## src/rtl/adder_op_sched.sv

```systemverilog
// adder_op_sched
//   Round-robin scheduler that shares one external chunked W-bit adder among
//   NREQ requesters. A granted operand set is registered onto add_a/add_b/
//   add_cin and held for the full adder pass. This hold matters because the
//   adder stages read the operand bits directly. After LAT edges the adder
//   result is captured and returned for one cycle, tagged with the id of the
//   requester.
//
//   Ports
//     clk, rst_n              rising-edge clock, async active-low reset
//     req_valid[NREQ]         request pending per requester
//     req_ready[NREQ]         combinational grant, one-hot or zero, IDLE only
//     req_a/req_b[NREQ*W]     operands, requester i at [i*W +: W]
//     req_cin[NREQ]           carry-in per requester
//     add_a/add_b/add_cin     registered operands to the adder
//     add_sum/add_cout        adder result (cout = sign of W+1-bit sum)
//     rsp_valid               one-cycle result strobe, no backpressure
//     rsp_id/rsp_sum/rsp_cout captured result, held while rsp_valid is low
//     rsp_ovf                 signed overflow flag (ADD_SCHED_OVF_EN only)
//     busy                    high while a pass is in flight (state != IDLE)
//
//   Build option: define ADD_SCHED_OVF_EN to add the rsp_ovf output.
module adder_op_sched #(
    parameter int unsigned NREQ = 4,
    parameter int unsigned W    = 8,
    parameter int unsigned LAT  = 4,
    parameter int unsigned IDW  = 2
) (
    input  logic              clk,
    input  logic              rst_n,
    input  logic [NREQ-1:0]   req_valid,
    output logic [NREQ-1:0]   req_ready,
    input  logic [NREQ*W-1:0] req_a,
    input  logic [NREQ*W-1:0] req_b,
    input  logic [NREQ-1:0]   req_cin,
    output logic [W-1:0]      add_a,
    output logic [W-1:0]      add_b,
    output logic              add_cin,
    input  logic [W-1:0]      add_sum,
    input  logic              add_cout,
    output logic              rsp_valid,
    output logic [IDW-1:0]    rsp_id,
    output logic [W-1:0]      rsp_sum,
    output logic              rsp_cout,
`ifdef ADD_SCHED_OVF_EN
    output logic              rsp_ovf,
`endif
    output logic              busy
);

    localparam int unsigned CW = $clog2(LAT + 1);

    typedef enum logic [1:0] {S_IDLE, S_BUSY, S_DONE} state_t;

    state_t         state_q, state_d;
    logic [CW-1:0]  cnt_q, cnt_d;
    logic [IDW-1:0] rr_ptr_q, rr_ptr_d;
    logic [IDW-1:0] id_q, id_d;
    logic [W-1:0]   add_a_q, add_a_d;
    logic [W-1:0]   add_b_q, add_b_d;
    logic           add_cin_q, add_cin_d;
    logic           rsp_valid_q, rsp_valid_d;
    logic [IDW-1:0] rsp_id_q, rsp_id_d;
    logic [W-1:0]   rsp_sum_q, rsp_sum_d;
    logic           rsp_cout_q, rsp_cout_d;
    logic           busy_q, busy_d;
`ifdef ADD_SCHED_OVF_EN
    logic           rsp_ovf_q, rsp_ovf_d;
`endif

    // Operand lanes unpacked so the granted lane can be picked by index.
    logic [W-1:0] lane_a [NREQ];
    logic [W-1:0] lane_b [NREQ];

    for (genvar gi = 0; gi < NREQ; gi++) begin : g_lane
        assign lane_a[gi] = req_a[gi*W +: W];
        assign lane_b[gi] = req_b[gi*W +: W];
    end

    // Round-robin pick: scan rr_ptr, rr_ptr+1, ... with an explicit wrap so
    // non power-of-two NREQ never produces an id >= NREQ.
    logic           gnt_found;
    logic [IDW-1:0] gnt_idx;
    logic [IDW:0]   scan_idx;
    logic [IDW:0]   ptr_nxt;

    always_comb begin
        gnt_found = 1'b0;
        gnt_idx   = '0;
        scan_idx  = '0;
        if (state_q == S_IDLE) begin
            for (int unsigned i = 0; i < NREQ; i++) begin
                scan_idx = {1'b0, rr_ptr_q} + (IDW+1)'(i);
                if (scan_idx >= (IDW+1)'(NREQ)) begin
                    scan_idx = scan_idx - (IDW+1)'(NREQ);
                end
                if (!gnt_found && req_valid[scan_idx[IDW-1:0]]) begin
                    gnt_found = 1'b1;
                    gnt_idx   = scan_idx[IDW-1:0];
                end
            end
        end
        ptr_nxt = {1'b0, gnt_idx} + (IDW+1)'(1);
        if (ptr_nxt >= (IDW+1)'(NREQ)) begin
            ptr_nxt = '0;
        end
    end

    assign req_ready = gnt_found ? (NREQ'(1) << gnt_idx) : '0;

    always_comb begin
        state_d     = state_q;
        cnt_d       = cnt_q;
        rr_ptr_d    = rr_ptr_q;
        id_d        = id_q;
        add_a_d     = add_a_q;
        add_b_d     = add_b_q;
        add_cin_d   = add_cin_q;
        rsp_valid_d = 1'b0;
        rsp_id_d    = rsp_id_q;
        rsp_sum_d   = rsp_sum_q;
        rsp_cout_d  = rsp_cout_q;
`ifdef ADD_SCHED_OVF_EN
        rsp_ovf_d   = rsp_ovf_q;
`endif
        unique case (state_q)
            S_IDLE: begin
                if (gnt_found) begin
                    add_a_d   = lane_a[gnt_idx];
                    add_b_d   = lane_b[gnt_idx];
                    add_cin_d = req_cin[gnt_idx];
                    id_d      = gnt_idx;
                    rr_ptr_d  = ptr_nxt[IDW-1:0];
                    cnt_d     = '0;
                    state_d   = S_BUSY;
                end
            end
            S_BUSY: begin
                // Operands stay put; leave after the LAT-th edge since launch.
                cnt_d = cnt_q + CW'(1);
                if (cnt_d == CW'(LAT)) begin
                    state_d = S_DONE;
                end
            end
            S_DONE: begin
                rsp_sum_d   = add_sum;
                rsp_cout_d  = add_cout;
                rsp_id_d    = id_q;
                rsp_valid_d = 1'b1;
`ifdef ADD_SCHED_OVF_EN
                rsp_ovf_d   = add_cout ^ add_sum[W-1];
`endif
                state_d     = S_IDLE;
            end
            default: state_d = S_IDLE;
        endcase
        busy_d = (state_d != S_IDLE);
    end

    always_ff @(posedge clk or negedge rst_n) begin
        if (!rst_n) begin
            state_q     <= S_IDLE;
            cnt_q       <= '0;
            rr_ptr_q    <= '0;
            id_q        <= '0;
            add_a_q     <= '0;
            add_b_q     <= '0;
            add_cin_q   <= 1'b0;
            rsp_valid_q <= 1'b0;
            rsp_id_q    <= '0;
            rsp_sum_q   <= '0;
            rsp_cout_q  <= 1'b0;
            busy_q      <= 1'b0;
`ifdef ADD_SCHED_OVF_EN
            rsp_ovf_q   <= 1'b0;
`endif
        end else begin
            state_q     <= state_d;
            cnt_q       <= cnt_d;
            rr_ptr_q    <= rr_ptr_d;
            id_q        <= id_d;
            add_a_q     <= add_a_d;
            add_b_q     <= add_b_d;
            add_cin_q   <= add_cin_d;
            rsp_valid_q <= rsp_valid_d;
            rsp_id_q    <= rsp_id_d;
            rsp_sum_q   <= rsp_sum_d;
            rsp_cout_q  <= rsp_cout_d;
            busy_q      <= busy_d;
`ifdef ADD_SCHED_OVF_EN
            rsp_ovf_q   <= rsp_ovf_d;
`endif
        end
    end

    assign add_a     = add_a_q;
    assign add_b     = add_b_q;
    assign add_cin   = add_cin_q;
    assign rsp_valid = rsp_valid_q;
    assign rsp_id    = rsp_id_q;
    assign rsp_sum   = rsp_sum_q;
    assign rsp_cout  = rsp_cout_q;
    assign busy      = busy_q;
`ifdef ADD_SCHED_OVF_EN
    assign rsp_ovf   = rsp_ovf_q;
`endif

endmodule

```

## config.mk

```make
export PLATFORM = sky130hd
export DESIGN_NAME = adder_op_sched
export DESIGN_NICKNAME = d
export VERILOG_FILES = /design/src/rtl/adder_op_sched.sv
export SDC_FILE = /design/constraint.sdc
export NUM_CORES = 1
export LEC_CHECK = 0
export ABC_AREA = 1
export CORE_ASPECT_RATIO = 1.2
export CORE_MARGIN = 5
export CORE_UTILIZATION = 38
export DETAILED_ROUTE_END_ITERATION = 8
export PLACE_DENSITY = 0.81
export SYNTH_ARGS = -nofsm -noshare
export SYNTH_HDL_FRONTEND = slang
export SYNTH_SLANG_ARGS = --single-unit
```

## constraint.sdc

```tcl
create_clock -name clk -period 2.2 [get_ports clk]
set_input_delay 0.44 -clock clk [delete_from_list [all_inputs] [get_ports clk]]
set_output_delay 0.44 -clock clk [all_outputs]
set_load 0.005 [all_outputs]
```

==> impl_summary.txt <==
----------------------------------------------------
[Detailed routing]
  Drt via density ... 4.78
  First-pass iteration count of the detailed router ... 4
  Final ANT Viol Nets ... 0
  Drt drc ... 0
  Total via count in the routed design ... roughly 3,000
  Total detailed-routing wirelength ... 8.06 mm
  Average wire per standard cell ... 12.9 um
  Number of design-rule violations left by the first detailed-router iteration ... 137

[Clock tree]
  CTS Buf Count ... 5
  CTS root buffer ... sky130_fd_sc_hd__clkbuf_8
  Latest clock arrival within the worst-skew pair ... 0.28 ns
  H-tree lvl count ... 2
  Clock tree from TritonCTS ... yes
  Clock Sinks ... 39
  Maximum buffer depth of the clock tree ... 2
  Clock-pin slew reported for the worst setup and hold paths after clock tree synthesis ... approximately 0.08 ns

[STA]
  Final period util ... 118%
  Highest achievable clock rate ... around 380 MHz
  Worst hold-check slack ... about 0.48 ns
  Final sum of negative setup slack ... -3.28 ns
  Post-route minimum period ... ~2.6 ns
  Actual slew at the worst max-slew pin ... just under 0.5 ns
  Final hold violation count ... 0
  Final count of negative-setup-slack endpoints ... 21
  Final worst slack ... -0.406 ns
  RSZ-0062 raised after global routing ... yes
  Max-slew headroom ... between 60% and 70%
  Final number of max-transition violations ... 0
  Worst Skew ... 0.00478 ns

[Floorplanning]
  Number of top-level pins ... around 120
  Horizontal extent of the die ... 85.7 um
  DIE AREA ... 0.00863 sq mm
  Starting utilization of the core area ... 38.5%
  Area of the core ... 0.00677 sq mm
  Number of cell rows ... 33
  Die Y ... 101 um

[Critical path]
  Slowest cell on crit path ... sky130_fd_sc_hd__dfrtp_2
  Type of element capturing the critical path ... output port
  Worst-path maximum fanout ... 7
  Critical Path Max Stage Delay ... 0.48 ns
  Cell-by-cell trace of the critical path ... buf_4, nand2_2, nand3_2, nand2_4, nor2_4, nand3_4, nand3_4, nand2_4, inv_4, ha_2, inv_1, nor2_1, buf_2
  Endpoint of the most critical register-to-register path ... add_a[6]
  Required time at the worst-slack endpoint ... 1.76 ns
  Critical path's top delay family ... simple AND/OR/NAND/NOR gates
  Startpoint Class ... flop
  Critical path buffer and inverter count ... 4
  Depth of the worst register-to-register path ... 14
  Data arrival time of the worst path ... 2.17 ns
  Flop2flop setup slack ... -0.22 ns
  Crit Reg-Reg Startpoint ... rr_ptr_q[0]
  Type of the worst setup path ... flop to output port

[Pwr]
  Largest vdd supply drop ... 0.000686 V
  P_leak ... 0.00226 uW
  Cell area power density ... 1380 mW/mm^2

[Hold path]
  Hold path start ... rsp_sum[1]
  Path type of the worst min-delay path ... flop to flop
  Depth of the worst hold-timing path ... 2
  Terminating pin of the worst hold path ... rsp_sum[1]

[Synth]
  Seq/Total Area, Yosys ... ~37%
  Yosys warns ... 0
  Yosys reg bits ... 39
  Synth async-reset ratio ... 100%
  Cell with the most instances after synthesis ... sky130_fd_sc_hd__nand2_1
  Total nets after synthesis ... around 500
  Number of distinct standard cells referenced by the synthesized netlist ... 27
  Area share of the leading cell type in the synthesized netlist ... 37.4%
  Avg Inst Size Synth ... 6.57 sq um
  Area contributors post-synth ... sky130_fd_sc_hd__dfrtp_1 (37%), sky130_fd_sc_hd__nand2_1 (21%), sky130_fd_sc_hd__inv_1 (11%)
  Gate Count Post-Synth ... around 400
  Synth cell count leaders ... sky130_fd_sc_hd__nand2_1 (147), sky130_fd_sc_hd__inv_1 (77), sky130_fd_sc_hd__dfrtp_1 (39)
  Main synth FF type ... sky130_fd_sc_hd__dfrtp_1
  Cell type with the largest total area after synthesis ... sky130_fd_sc_hd__dfrtp_1
  Count of flip-flops with a built-in enable after synthesis ... 0
  Post-synth design cell area ... about 0.0026 sq mm

[Global routing]
  Initial antenna violation count ... 0
  Wire length of the first global-routing pass ... around 13 mm
  GR Overflow Total ... 0
  Largest net degree at the start of global routing ... 29
  GRT Resource Usage Total ... a little under a fifth
  Number of global-route vias before repair ... 2,904

[Flow run]
  Max-cap viol count ... 0

[Cells and area]
  Final core utilization ... 63.3%
  Count of nets after finishing ... 624
  Layout overhead on the synthesized area ... 64.3%
  Number of cells in the finished layout apart from fillers ... 623
  Inserted Diodes ... 0
  Number of fill cells ... 595
  Proportion of layout cells with a drive suffix above 1 ... 17.2%

[Placed design]
  Placed Cells ... 602
  HPWL after DPL ... between 6 and 7 mm
  Routability-driven placement congestion ratio ... 0.908
  Worst-case setup slack after placement ... -0.845 ns
  Number of buffers inserted by port buffering ... about 120

[Outcome]
  Violated checks ... negative setup slack
  Outcome ... complete, but fails checks

----------------------------------------------------
==> tightest hold or removal path: stages, from the launching register on <==
cell,delay (ns)
sky130_fd_sc_hd__dfrtp_1,0.34
sky130_fd_sc_hd__nand2_1,0.05
sky130_fd_sc_hd__nand2_1,0.05
==> cell families (layout without fill, tap and decap cells) <==
family / count (synthesis) / in the layout / share of synthesized area (%)
simple gates: 233 / 233 / 39.8
buf+inv: 99 / 238 / 15.3
flops: 39 / 39 / 37.4
compound gates: 20 / 20 / 4.60
fa+ha+maj: 6 / 6 / 2.88
==> repair_timing <==
item / CTS / global route
resized for setup: 57 / 13
hold buffers: 1 / 0
buffers inserted: 11 / 1
pin swaps: 19 / 7
endpoints found under the setup margin: 10 / 25
hold endpoints to repair: 7 / 0
==> worst max path at each step <==
stage                             from      endpoint  slack, ns  depth (start not counted)
final                      rr_ptr_q[0]  req_ready[2]      -0.41                         13
after global routing       rr_ptr_q[0]  req_ready[1]      -0.52                         13
after CTS                  rr_ptr_q[0]  req_ready[1]      -0.31                         14
after detailed placement  req_valid[3]  req_ready[1]      -0.84                         14
after global placement    req_valid[3]  req_ready[3]      -0.73                         14
after floorplan            rr_ptr_q[0]  req_ready[1]       0.07                         14
==> routing by layer <==
metal	wire, um	part of all wire [%]	track usage, %
met1	3120	39	20.6
met2	4110	51	33.6
met4	180	2.2	5.48
met5	0	0	0
met3	648	8.0	3.43
==> stage by stage <==
step / area [sq um] / total power (uW)
2_1_floorplan: 2610 / 3320
3_3_place_gp: 3930 / 4610
3_5_place_dp: 3930 / 4720
4_1_cts: 4240 / 5740
5_1_grt: 4290 / 6430
6_report: 4290 / 5930
==> registers in the layout, indices dropped and copies added (netlist names) <==
signal	cells
id_q	2
add_cin	1
rsp_sum	8
state_q	2
busy	1
rsp_cout	1
add_b	8
rr_ptr_q	2
rsp_id	2
rsp_valid	1
add_a	8
cnt_q	3
==> placed cells by master (no fill, tap or decap), types with 2 or more instances in the layout <==
cell type	n
sky130_fd_sc_hd__buf_6	4
sky130_fd_sc_hd__nand3_2	2
sky130_fd_sc_hd__nor2_1	8
sky130_fd_sc_hd__nand3_1	37
sky130_fd_sc_hd__clkbuf_8	6
sky130_fd_sc_hd__dfrtp_1	38
sky130_fd_sc_hd__nand2_2	17
sky130_fd_sc_hd__inv_4	3
sky130_fd_sc_hd__o21ai_0	7
sky130_fd_sc_hd__inv_1	71
sky130_fd_sc_hd__or2_0	5
sky130_fd_sc_hd__nand3_4	3
sky130_fd_sc_hd__nor2_4	2
sky130_fd_sc_hd__buf_4	27
sky130_fd_sc_hd__dlygate4sd2_1	4
sky130_fd_sc_hd__ha_4	2
sky130_fd_sc_hd__or2_2	2
sky130_fd_sc_hd__inv_2	6
sky130_fd_sc_hd__ha_1	2
sky130_fd_sc_hd__a21oi_1	2
sky130_fd_sc_hd__nand2_4	3
sky130_fd_sc_hd__clkdlybuf4s50_1	107
sky130_fd_sc_hd__nand4_1	20
sky130_fd_sc_hd__o211ai_1	7
sky130_fd_sc_hd__buf_2	5
sky130_fd_sc_hd__nand2_1	131
sky130_fd_sc_hd__ha_2	2
sky130_fd_sc_hd__nor2_2	2
==> final cells by class <==
cell class                      instances  area [sq um]  share of cell area (%)
Tap cell                               87           109                    2.54
Clock inverter                          2          35.0                   0.817
Inverter                               81           312                    7.27
Sequential cell                        39           977                    22.8
Timing Repair Buffer                  149          1410                    32.9
Clock buffer                            6          82.6                    1.93
Multi-Input combinational cell        259          1360                    31.8
==> report_power, final <==
group	total, uW	internal [uW]	switching, uW
Clock	614	367	247
Sequential	1290	1090	200
Combinational	4030	1860	2170
Total	5930	3310	2620
Power figures use the tool's default switching activity.
